File: src/rtl/hazard_pkg.sv
// Shared definitions for the pipeline hazard controller: FSM encoding,
// the architectural zero register and the wait-counter sizing helper.
package hazard_pkg;

    typedef enum logic [1:0] {
        ST_RUN      = 2'd0,
        ST_MEM_WAIT = 2'd1,
        ST_ERROR    = 2'd2
    } hz_state_t;

    localparam logic [4:0] REG_ZERO = 5'd0;

    // Bits needed to count from 0 up to and including the timeout value.
    function automatic int wait_cnt_w(input int timeout);
        return $clog2(timeout + 1);
    endfunction

endpackage

File: src/rtl/hazard_ctrl_loaduse_detect.sv
// Combinational load-use detector: flags when the load in EX writes a
// register that the instruction in ID is about to read.
module loaduse_detect
    import hazard_pkg::*;
(
    input  logic       ex_mem_rd,
    input  logic [4:0] ex_rt,
    input  logic [4:0] id_rs,
    input  logic [4:0] id_rt,
    input  logic       id_use_rt,
    output logic       load_use
);

    logic rs_match;
    logic rt_match;

    // Writes to $zero never produce a real dependency.
    always_comb begin
        rs_match = (ex_rt == id_rs);
        rt_match = id_use_rt && (ex_rt == id_rt);
        load_use = ex_mem_rd && (ex_rt != REG_ZERO) && (rs_match || rt_match);
    end

endmodule

File: src/rtl/hazard_ctrl.sv
// Pipeline sequencing controller: resolves load-use hazards, taken
// branches/jumps in ID and multi-cycle data-memory accesses (with a
// watchdog), and counts stall cycles for performance measurement.
module hazard_ctrl
    import hazard_pkg::*;
#(
    parameter int TIMEOUT = 255,
    parameter int CNT_W   = 16
) (
    input  logic             clk_i,
    input  logic             rst_i,
    input  logic [4:0]       ID_Rs_i,
    input  logic [4:0]       ID_Rt_i,
    input  logic             ID_UseRt_i,
    input  logic             ID_BranchTaken_i,
    input  logic             ID_Jump_i,
    input  logic             EX_MemRd_i,
    input  logic [4:0]       EX_Rt_i,
    input  logic             MEM_MemRd_i,
    input  logic             MEM_MemWr_i,
    input  logic             dmem_ack_i,
    output logic             PC_Write_o,
    output logic             IF_ID_Write_o,
    output logic             IF_ID_Flush_o,
    output logic             ID_EX_Bubble_o,
    output logic             ID_EX_Hold_o,
    output logic             EX_MEM_Hold_o,
    output logic             MEM_WB_Bubble_o,
    output logic             dmem_req_o,
    output logic             err_o,
    output logic [CNT_W-1:0] stall_cnt_o
);

    localparam int               WAIT_W    = wait_cnt_w(TIMEOUT);
    localparam logic [WAIT_W-1:0] WAIT_MAX = WAIT_W'(TIMEOUT);
    localparam logic [CNT_W-1:0]  CNT_MAX  = {CNT_W{1'b1}};

    hz_state_t         state;
    logic [WAIT_W-1:0] wait_cnt;
    logic [CNT_W-1:0]  stall_cnt;
    logic              mem;
    logic              lu;
    logic              redirect;

    loaduse_detect u_loaduse_detect (
        .ex_mem_rd (EX_MemRd_i),
        .ex_rt     (EX_Rt_i),
        .id_rs     (ID_Rs_i),
        .id_rt     (ID_Rt_i),
        .id_use_rt (ID_UseRt_i),
        .load_use  (lu)
    );

    assign mem      = MEM_MemRd_i | MEM_MemWr_i;
    assign redirect = ID_BranchTaken_i | ID_Jump_i;

    // Mealy pipeline controls; reset forces a safe drained pipeline regardless of state.
    always_comb begin
        PC_Write_o      = 1'b1;
        IF_ID_Write_o   = 1'b1;
        IF_ID_Flush_o   = 1'b0;
        ID_EX_Bubble_o  = 1'b0;
        ID_EX_Hold_o    = 1'b0;
        EX_MEM_Hold_o   = 1'b0;
        MEM_WB_Bubble_o = 1'b0;
        dmem_req_o      = 1'b0;
        err_o           = 1'b0;
        if (rst_i) begin
            PC_Write_o      = 1'b0;
            IF_ID_Write_o   = 1'b0;
            IF_ID_Flush_o   = 1'b1;
            ID_EX_Bubble_o  = 1'b1;
            MEM_WB_Bubble_o = 1'b1;
        end else begin
            case (state)
                ST_RUN: begin
                    dmem_req_o = mem;
                    if (mem && !dmem_ack_i) begin
                        PC_Write_o      = 1'b0;
                        IF_ID_Write_o   = 1'b0;
                        ID_EX_Hold_o    = 1'b1;
                        EX_MEM_Hold_o   = 1'b1;
                        MEM_WB_Bubble_o = 1'b1;
                    end else if (lu) begin
                        // Branch in ID is deferred: it re-resolves once the bubble clears.
                        PC_Write_o     = 1'b0;
                        IF_ID_Write_o  = 1'b0;
                        ID_EX_Bubble_o = 1'b1;
                    end else if (redirect) begin
                        IF_ID_Flush_o = 1'b1;
                    end
                end
                ST_MEM_WAIT: begin
                    dmem_req_o = 1'b1;
                    if (!dmem_ack_i) begin
                        PC_Write_o      = 1'b0;
                        IF_ID_Write_o   = 1'b0;
                        ID_EX_Hold_o    = 1'b1;
                        EX_MEM_Hold_o   = 1'b1;
                        MEM_WB_Bubble_o = 1'b1;
                    end else if (lu) begin
                        PC_Write_o     = 1'b0;
                        IF_ID_Write_o  = 1'b0;
                        ID_EX_Bubble_o = 1'b1;
                    end else if (redirect) begin
                        IF_ID_Flush_o = 1'b1;
                    end
                end
                default: begin
                    // Error: pipeline frozen permanently, request withdrawn.
                    PC_Write_o      = 1'b0;
                    IF_ID_Write_o   = 1'b0;
                    ID_EX_Hold_o    = 1'b1;
                    EX_MEM_Hold_o   = 1'b1;
                    MEM_WB_Bubble_o = 1'b1;
                    err_o           = 1'b1;
                end
            endcase
        end
    end

    // Sequencing FSM with memory-wait watchdog; ack wins over timeout.
    always_ff @(posedge clk_i or posedge rst_i) begin
        if (rst_i) begin
            state    <= ST_RUN;
            wait_cnt <= '0;
        end else begin
            case (state)
                ST_RUN: begin
                    if (mem && !dmem_ack_i) begin
                        state    <= ST_MEM_WAIT;
                        wait_cnt <= WAIT_W'(1);
                    end
                end
                ST_MEM_WAIT: begin
                    if (dmem_ack_i) begin
                        state    <= ST_RUN;
                        wait_cnt <= '0;
                    end else if (wait_cnt == WAIT_MAX) begin
                        state <= ST_ERROR;
                    end else begin
                        wait_cnt <= wait_cnt + WAIT_W'(1);
                    end
                end
                default: begin
                    state <= ST_ERROR;
                end
            endcase
        end
    end

    // Saturating stall-cycle counter; error-state cycles are not counted.
    always_ff @(posedge clk_i or posedge rst_i) begin
        if (rst_i) begin
            stall_cnt <= '0;
        end else if (state != ST_ERROR && !PC_Write_o && stall_cnt != CNT_MAX) begin
            stall_cnt <= stall_cnt + CNT_W'(1);
        end
    end

    assign stall_cnt_o = stall_cnt;

endmodule

File: config.mk
export PLATFORM = sky130hd
export DESIGN_NAME = hazard_ctrl
export DESIGN_NICKNAME = d
export VERILOG_FILES = /design/src/rtl/hazard_pkg.sv /design/src/rtl/hazard_ctrl_loaduse_detect.sv /design/src/rtl/hazard_ctrl.sv
export SDC_FILE = /design/constraint.sdc
export NUM_CORES = 1
export LEC_CHECK = 0
export BUFFER_PORTS_ARGS = -buffer_cell sky130_fd_sc_hd__buf_4
export CAP_MARGIN = 20
export CELL_PAD_IN_SITES_DETAIL_PLACEMENT = 1
export CELL_PAD_IN_SITES_GLOBAL_PLACEMENT = 2
export CORE_MARGIN = 2
export CORE_UTILIZATION = 31
export CTS_CLUSTER_DIAMETER = 150
export DETAILED_ROUTE_END_ITERATION = 8
export PLACE_DENSITY_LB_ADDON = 0.15
export SYNTH_ARGS = -nofsm -noshare
export SYNTH_HDL_FRONTEND = slang
export SYNTH_HIERARCHICAL = 1
export SYNTH_SLANG_ARGS = --single-unit
File: constraint.sdc
create_clock -name clk_i -period 2.5 [get_ports clk_i]
set_input_delay 0.25 -clock clk_i [delete_from_list [all_inputs] [get_ports clk_i]]
set_output_delay 0.25 -clock clk_i [all_outputs]
set_load 0.01 [all_outputs]
==> results of run 1 <==
cell usage in the layout (no fill, tap or decap), types with 4 or more instances in the layout:
| cell type | synthesis | routed |
|---|---|---|
| buf_4 | 4 | 57 |
| dfrtp_1 | 26 | 26 |
| xor2_1 | 17 | 17 |
| nand2_1 | 14 | 14 |
| nand3_1 | 12 | 12 |
| nor2_1 | 9 | 9 |
| o21ai_0 | 8 | 8 |
| mux2_2 | 7 | 7 |
| a21oi_1 | 7 | 7 |
| o21bai_1 | 6 | 6 |
| inv_1 | 5 | 5 |
| a211oi_1 | 5 | 5 |
| mux2i_1 | 5 | 5 |
| nand4_1 | 4 | 4 |
| nor3_1 | 5 | 4 |
| and3_1 | 4 | 4 |
| and2_1 | 4 | 4 |
| xnor2_1 | 4 | 4 |
| clkbuf_8 | 0 | 4 |
metrics by stage:
stage	setup TNS, ns	hold WS (ns)
floorplan	0	0.2982
global placement	0	0.4123
detailed placement	-0.1020	0.4269
CTS	0	0.1297
global route	0	0.1621
finish	0	0.1167
worst register-to-register path: stages, from the launching register on:
cell and delay [ns]:
dfrtp_1 0.47, nor3_1 0.13, a221o_1 0.44, nor4b_1 0.39, mux2_2 0.37
final cells by class:
type                    instances  area [sq um]  area share
multi-input cells             141          1025      0.4520
flip-flops and latches         26         650.6      0.2870
clock buffers                   4         55.05     0.02428
inverters                       5         18.77    0.008278
repair buffers                 57         427.9      0.1887
well taps                      72         90.09     0.03974
power by group:
group | leakage, uW | internal [uW] | switching, uW
clock | 0.0000288 | 141 | 134
combinational | 0.000591 | 70.9 | 69.2
sequential | 0.000322 | 435 | 22.1
total | 0.000942 | 647 | 225
final timing paths:
kind                            cells past startpoint  slack [ns]         endpoint
worst max-delay path                                9        0.27  stall_cnt_o[14]
worst min-delay path                                3        0.12   stall_cnt_o[3]
min in group clk_i                                  2        0.22      wait_cnt[7]
worst min register to register                      1        0.52   stall_cnt_o[7]
max in group asynchronous                           3        2.12  stall_cnt_o[15]
worst max register to register                      4        0.59  stall_cnt_o[14]
registers in the layout, summed over array words and instances (netlist names):
register	flops
stall_cnt_o	16
wait_cnt	8
state	2
kinds of logic (layout without fill, tap and decap cells):
kind of cell	after synthesis	in the layout	synth area share
AOI/OAI and AO/OA	39	39	0.1778
xor gates and xnor gates	21	21	0.1058
adders and majority gates	2	2	0.01440
buffers and inverters	12	66	0.03888
DFF	26	26	0.3744
muxes	12	12	0.07416
and+or+nand+nor	67	67	0.2145
metal layers:
metal  track usage  share of wire  vias up
met5             0              0        -
met4       0.02241         0.0074        0
met2        0.2650           0.48       36
met3       0.03636          0.046        4
li1              -              -      762
met1        0.2114           0.47      757
==> impl_metrics.toml, run 1 <==
[sta]
relSlewSlack = 0.5179
min_period_ns = 2.235
slew_violations = 0
worstMarginPinSlew_ns = 0.7232
fin_skew_ns = 0.002856
rsz0062_at_grt = "false"
layout_setup_ws_ns = 0.2654
period_share = 0.8938
setup_violations = 0
hold_violations = 0
timing.fmax_ghz = 0.4475

[placed_design]
dp_hpwl_mm = 3.666
place_area_sq_mm = 0.002212
io_buffers = 48
post-place-ws_ns = -0.05033
gp_congestion = 0.7931
dp.cells = 301

[worst_hold_path]
hp-class = "in2async"

[logic_synthesis]
yosys.area.top_type = "dfrtp_1"
yosysMostFrequentCell = "dfrtp_1"
synth_warnings = 6
synth_seq_area_share = 0.3744
synth_cells = 179
synthTopCellsByCount = "dfrtp_1, xor2_1, nand2_1"
syn_area_sq_mm = 0.001738
synthDistinctLibCells = 40
avgSynthCellArea_sq_um = 9.709
synth_flop_cell = "dfrtp_1"
ys_ff_latch = 26
synth_top_area_share = 0.3744
synthTopCellsByArea = "dfrtp_1, xor2_1, mux2_2, nand3_1, a2111oi_4"
syn_nets = 205
ys_async_sr_fraction = 1.000
synth_edf_count = 0

[power]
finalPower_uw = 872.3
vdd_drop_max_mv = 0.2636
power_density_mw_per_mm2 = 384.7
leakage_uw = 0.0009425

[floorplanning]
die-area_sq_mm = 0.006221
die_h_um = 78.88
core_area_sq_mm = 0.005473
pin_count = 49
die_w_um = 78.88
rows = 27
initial_core_util = 0.3176

[setup_path]
critPathRequiredTime_ns = 2.66
path_cells = "buf_4 -> xor2_1 -> nor4_2 -> nand3_1 -> a21oi_1 -> nor2_1 -> a221o_1 -> nor4b_1 -> mux2_2"
path_buf_inv = 1
path_max_fanout = 7
cp_top_family = "simple AND/OR/NAND/NOR gates"
crit_arrival_ns = 2.39
cpPeakStageDelay_ns = 0.40
crit_type = "in2reg"
r2r-start = "state[0]"
crit_start = "EX_Rt_i[3]"
crit_path_end_kind = "register"
cp-start-kind = "input port"
crit_slowest_cell = "a221o_1"

[clock_tree]
clockBufferDepth = 2
ctsResizeCount = 0
ctsHoldBuffers = 0
clockRootBuffer = "clkbuf_8"
cts_buffers = 3
clock_sinks = 26
clk_pin_slew_ns = 0.09
htree_levels = 1
clock_latency_ns = 0.27
cts_setup_buffers = 0
cts_tree = "done"

[finish]
n_fill_cell = 670
final_util = 0.4143
layout-drive-gt1-share = 0.3262
fin_area_sq_mm = 0.002267
fin_nets = 260
antennaDiodeCount = 0
areaGrowthSynthToFinish_pct = 30.45
fin_cells = 305

[routing]
totalWireLength_mm = 4.595
drcViolationCount = 0
num_vias = 1559
post_drt_wl_per_cell_um = 15.07
vias_per_cell = 5.111
drtIter0Drc = 53
ant_nets = 0
first_pass_iters = 4

[global_route]
antenna_found_initial = 0
grt_max_degree = 27
grt_pass1_wl_mm = 8.010
grtUsageTotal = 0.1573
grt_pass1_vias = 1694
gr-total-overflow = 0

[run_status]
outcome = "finished, final reports clean"

[job]
drv_cap = 0
(Power assumes the default switching activity.)
==> run 2: changes to the inputs <==
--- a/config.mk
+++ b/config.mk
@@ -5,12 +5,13 @@
 export SDC_FILE = /design/constraint.sdc
 export NUM_CORES = 1
 export LEC_CHECK = 0
+export ABC_AREA = 1
 export BUFFER_PORTS_ARGS = -buffer_cell sky130_fd_sc_hd__buf_4
 export CAP_MARGIN = 20
 export CELL_PAD_IN_SITES_DETAIL_PLACEMENT = 1
 export CELL_PAD_IN_SITES_GLOBAL_PLACEMENT = 2
 export CORE_MARGIN = 2
-export CORE_UTILIZATION = 31
+export CORE_UTILIZATION = 28
 export CTS_CLUSTER_DIAMETER = 150
 export DETAILED_ROUTE_END_ITERATION = 8
 export PLACE_DENSITY_LB_ADDON = 0.15
==> run 2 against run 1 <==
Global-route usage decreased by 0.13 points. First-iteration DRC count decreased by 17%. Via count increased by 27%. Flip-flop and latch count unchanged. Total power decreased by 0.65%. Non-clock buffer count decreased by 8. Clock-buffer cell count decreased by 1. Clock power increased by 31%. Utilization decreased by 4.9 points. Worst hold slack got worse by 0.089 ns. Cell area increased by 9.5%. Critical path depth decreased by 1.
==> impl_metrics.toml, run 2 <==
[run_status]
outcome = "finished, final reports clean"

[finish]
antennaDiodeCount = 0
mostFrequentLayoutCell = "nand2_1"
n_fill_cell = 913
fin_area_sq_mm = 0.002484
areaGrowthSynthToFinish_pct = 25.87
largest_register_ff_count = 16
fin_nets = 385
layout-drive-gt1-share = 0.2402
final_cell_mix = "nand2_1, buf_4, nor2_1"

[clock_tree]
htree_levels = 1
ctsResizeCount = 0
cts_buffers = 3
cts_setup_buffers = 0
clk_pin_slew_ns = 0.09
clockBufferDepth = 2
ctsHoldBuffers = 0
clock_sinks = 26
clockRootBuffer = "clkbuf_8"
clock_latency_ns = 0.28
cts_tree = "done"

[routing]
ant_nets = 0
post_drt_wl_per_cell_um = 12.02
drtIter0Drc = 44
num_vias = 1985
drcViolationCount = 0
first_pass_iters = 4
totalWireLength_mm = 5.458
vias_per_cell = 4.372

[setup_path]
r2r_setup_slack_ns = 0.80
critPathRequiredTime_ns = 2.72
crit_type = "reg2reg"
cp-start-kind = "register"
crit_path_end_kind = "register"
crit_arrival_ns = 1.92
crit_top_cell = "nand2_1"
cpPeakStageDelay_ns = 0.47
path_cells = "ha_1 -> nand3_2 -> inv_2 -> nand3_1 -> nor2_2 -> nor2_4 -> nand2_1 -> nand2_1"
path_max_fanout = 16
crit_slowest_cell = "dfrtp_1"

[sta]
rsz0062_at_grt = "false"
hold_violations = 0
fin_skew_ns = 0.01263
setup_violations = 0
tns_ns = 0
period_share = 0.6812
timing.fmax_ghz = 0.5872
relSlewSlack = 0.6511
min_period_ns = 1.703
layout_setup_ws_ns = 0.7969
slew_violations = 0
worstMarginPinSlew_ns = 0.5228

[logic_synthesis]
avgSynthCellArea_sq_um = 6.365
yosysMostFrequentCell = "nand2_1"
synthTopCellsByCount = "nand2_1, nor2_1, inv_1"
ys_async_sr_fraction = 1.000
synth_top_family_by_area = "simple AND/OR/NAND/NOR gates"
syn_nets = 336
synthTopCellsByArea = "dfrtp_1, nand2_1, nor2_1, inv_1, nand3_1"
synth_edf_count = 0
synth_cells = 310
synth_xor_xnor_area_share = 0.03551
syn_area_sq_mm = 0.001973
synthMuxAreaShare = 0
synth_adder_area_share = 0.01268
synth_seq_area_share = 0.3297
synthSimpleGateAreaFrac = 0.4750
synth_warnings = 6
synth_top_area_share = 0.3297
synth_compound_area_frac = 0.04819
synthDistinctLibCells = 23
synth_flop_cell = "dfrtp_1"
yosys.area.top_type = "dfrtp_1"
ys_ff_latch = 26

[floorplanning]
initial_core_util = 0.2904
die-area_sq_mm = 0.007734
die_h_um = 87.95
pin_count = 49
core_area_sq_mm = 0.006794
die_w_um = 87.95
rows = 30

[power]
switching_share = 0.2199
vdd_drop_max_mv = 0.1705
power_density_mw_per_mm2 = 348.9
finalPower_uw = 866.6
p_seq_frac = 0.485
leakage_uw = 0.001266
p_int_uw = 676.0
pwr-share-comb = 0.099
power_frac_clock = 0.416
power.switching_uw = 190.6

[job]
drv_cap = 0

[global_route]
antenna_found_initial = 0
grt_pass1_vias = 2088
gr-total-overflow = 0
grt_max_degree = 17
grtUsageTotal = 0.1560
grt_pass1_wl_mm = 9.653

[placed_design]
io_buffers = 48
gp_congestion = 0.7490
place_area_sq_mm = 0.002412
post-place-ws_ns = 0.7575
dp_hpwl_mm = 4.372

[worst_hold_path]
hp-class = "in2async"
[run 2: cell types whose count changed after synthesis, moves of 6 or more]
cell and change:
nand3_1 +6, nand2_2 +8, mux2_2 -7, nand2_1 +119
nor2_2 +6, nor2_1 +23, inv_1 +26, xor2_1 -14
inv_2 +8, o21bai_1 -6
[run 2: path summary, 6_finish.rpt]
| kind | to | startpoint | cells past startpoint |
|---|---|---|---|
| worst min register to register | wait_cnt[1] | wait_cnt[1] | 2 |
| worst max register to register | stall_cnt_o[0] | stall_cnt_o[0] | 8 |
| max in group asynchronous | wait_cnt[4] | rst_i | 3 |
| worst min-delay path | stall_cnt_o[4] | rst_i | 2 |
| min in group clk_i | state[0] | dmem_ack_i | 4 |
| worst max-delay path | stall_cnt_o[0] | stall_cnt_o[0] | 8 |
[run 2: cell families (layout without fill, tap and decap cells)]
family          Yosys count  after routing
simple gates            214            214
buf+inv                  44             92
flops                    26             26
compound gates           16             16
xor+xnor                  8              8
fa+ha+maj                 2              2
[run 2: power by group through the flow]
stage	clock network (uW)	registers, uW	logic [uW]
2_1_floorplan	0	429	37.3
4_1_cts	377	420	89.1
3_3_place_gp	0	429	87.5
5_1_grt	387	420	98.3
3_5_place_dp	0	429	88.8
6_report	361	420	85.8
[run 2: metrics by stage]
stage                       util  hold WS, ns  cells
final                     0.3656      0.02727    454
after floorplan                -       0.3019    310
after global routing      0.3656      0.04873    454
after global placement    0.3551       0.3421    450
after detailed placement  0.3551       0.3537    450
after CTS                 0.3656      0.04865    454
[run 2: layer usage]
| metal | part of all wire | global-route usage | up-vias |
|---|---|---|---|
| li1 | - | - | 1042 |
| met1 | 0.48 | 0.2035 | 917 |
| met2 | 0.49 | 0.2734 | 21 |
| met3 | 0.022 | 0.02262 | 5 |
| met4 | 0.0086 | 0.03357 | 0 |
| met5 | 0 | 0 | - |
[run 2: area by class of cell]
class | instances | area, sq um | area share
timing repair buffer | 49 | 367.9 | 0.1481
clock inverter | 1 | 30.03 | 0.01209
tap | 96 | 120.1 | 0.04836
sequential | 26 | 650.6 | 0.2620
clock buffer | 3 | 41.29 | 0.01662
multi-input combinational | 240 | 1127 | 0.4539
inverter | 39 | 146.4 | 0.05894
[run 2: critical path: cells and delay by family, from the launching register on]
kind	cells	cell delay [ns]
buffers and inverters	1	0.07
AND/OR/NAND/NOR	6	0.81
adder cells (fa/ha/maj)	1	0.30
flip-flops	1	0.47
==> run 3: changes to the inputs <==
==> constraint.sdc (replaced) <==
create_clock -name clk_i -period 1.8 [get_ports clk_i]
set_input_delay 0.18 -clock clk_i [delete_from_list [all_inputs] [get_ports clk_i]]
set_output_delay 0.18 -clock clk_i [all_outputs]
set_load 0.01 [all_outputs]
==> run 3 against run 2 <==
Via count increased by 3.3%. Clock power is 39% higher. Clock-buffer cell count stayed put. Sequential share of layout area decreased by 0.72 points. Worst hold slack gained 0.14 ns. Cell area increased by 2.8%. Routed wire length increased by 0.99%. Sequential power rose by 39%. Worst setup slack worse by 0.62 ns. Critical path depth down 2. Critical path type is now in2out. Critical endpoint is now PC_Write_o.
==> impl_metrics.toml, run 3 (synthesis gave the netlist of run 2 again) <==
[clock_tree]
ctsResizeCount = 0
clock_latency_ns = 0.28
clockBufferDepth = 2
cts_buffers = 3
clockRootBuffer = "clkbuf_8"
clk_pin_slew_ns = 0.10
cts_tree = "done"
cts_setup_buffers = 0
clock_sinks = 26
htree_levels = 1

[routing]
num_vias = 2050
totalWireLength_mm = 5.512
ant_nets = 0
drcViolationCount = 0
drtIter0Drc = 54
vias_per_cell = 4.428
post_drt_wl_per_cell_um = 11.90
first_pass_iters = 4

[setup_path]
crit_arrival_ns = 1.45
cp-start-kind = "input port"
crit_type = "in2out"
critPathRequiredTime_ns = 1.62
path_max_fanout = 4
crit_path_end_kind = "primary output"

[global_route]
gr-total-overflow = 0
grt_pass1_vias = 2021
grt_max_degree = 17
grt_pass1_wl_mm = 9.418
antenna_found_initial = 0
grtUsageTotal = 0.1535

[sta]
period_share = 0.9034
relSlewSlack = 0.8130
fin_skew_ns = 0.01259
fin_hold_ws_ns = 0.1707
tns_ns = 0
hold_violations = 0
slew_violations = 0
rsz0062_at_grt = "false"
setup_violations = 0
timing.fmax_ghz = 0.6149
worstMarginPinSlew_ns = 0.2805
min_period_ns = 1.626
layout_setup_ws_ns = 0.1738

[floorplanning]
die_h_um = 87.95
initial_core_util = 0.2904
die_w_um = 87.95
rows = 30
die-area_sq_mm = 0.007734
pin_count = 49
core_area_sq_mm = 0.006794

[placed_design]
dp_hpwl_mm = 4.518
gp_congestion = 0.7853
io_buffers = 48
post-place-ws_ns = 0.2123

[finish]
areaGrowthSynthToFinish_pct = 29.42
multi_input_area_sq_mm = 0.001127
layout-drive-gt1-share = 0.2561
n_fill_cell = 901
final_cell_mix = "nand2_1, buf_4, nor2_1"
antennaDiodeCount = 0
regArea_sq_um = 650.6
fin_nets = 394
mostFrequentLayoutCell = "nand2_1"
largest_register_ff_count = 16

[run_status]
outcome = "finished, final reports clean"

[power]
vdd_drop_max_mv = 0.2162
power_density_mw_per_mm2 = 473.0
finalPower_uw = 1208
leakage_uw = 0.001313

[job]
drv_cap = 0

[worst_hold_path]
hp-class = "in2reg"
==> run 3: final cells by class <==
cell class / count / share of cell area
Clock buffer: 3 / 0.01617
Clock inverter: 1 / 0.01176
Inverter: 39 / 0.05732
Multi-Input combinational cell: 240 / 0.4414
Sequential cell: 26 / 0.2548
Tap cell: 96 / 0.04704
Timing Repair Buffer: 58 / 0.1715
==> run 3: stage by stage <==
stage / utilization / instances / area (sq um)
global route: 0.3759 / 463 / 2554
global placement: 0.3639 / 458 / 2472
floorplan: - / 310 / 1973
finish: 0.3759 / 463 / 2554
detailed placement: 0.3639 / 458 / 2472
CTS: 0.3759 / 463 / 2554
==> run 3: what timing repair did <==
item | in CTS | in global routing
hold buffers | 1 | 0
endpoints found under the hold margin | 26 | 0
endpoints found under the setup margin | 0 | 0
==> run 3: critical path, cell delays in order <==
cell and delay [ns]:
dlygate4sd3_1 0.54, buf_4 0.15, nor2_1 0.18, nand3_2 0.16
inv_1 0.11, buf_4 0.12
==> run 3: per-layer routing <==
layer	part of all wire	track usage
met5	0	0
met4	0.0076	0.02937
met3	0.024	0.02639
met2	0.49	0.2686
met1	0.48	0.1994
==> run 3: worst paths after layout <==
check	slack [ns]	cells past startpoint	endpoint	from
worst min-delay path	0.17	4	state[0]	dmem_ack_i
worst min register to register	0.54	3	state[0]	state[0]
min in group asynchronous	0.50	4	stall_cnt_o[4]	rst_i
max in group asynchronous	1.12	4	wait_cnt[0]	rst_i
worst max-delay path	0.17	6	PC_Write_o	rst_i
worst max register to register	0.24	9	stall_cnt_o[5]	stall_cnt_o[1]
==> run 3: power breakdown <==
part | switching, uW | leakage, uW | internal (uW)
combinational | 62.0 | 0.000920 | 60.2
sequential | 0 | 0.000358 | 584
clock | 204 | 0.0000357 | 298
total | 266 | 0.00131 | 942
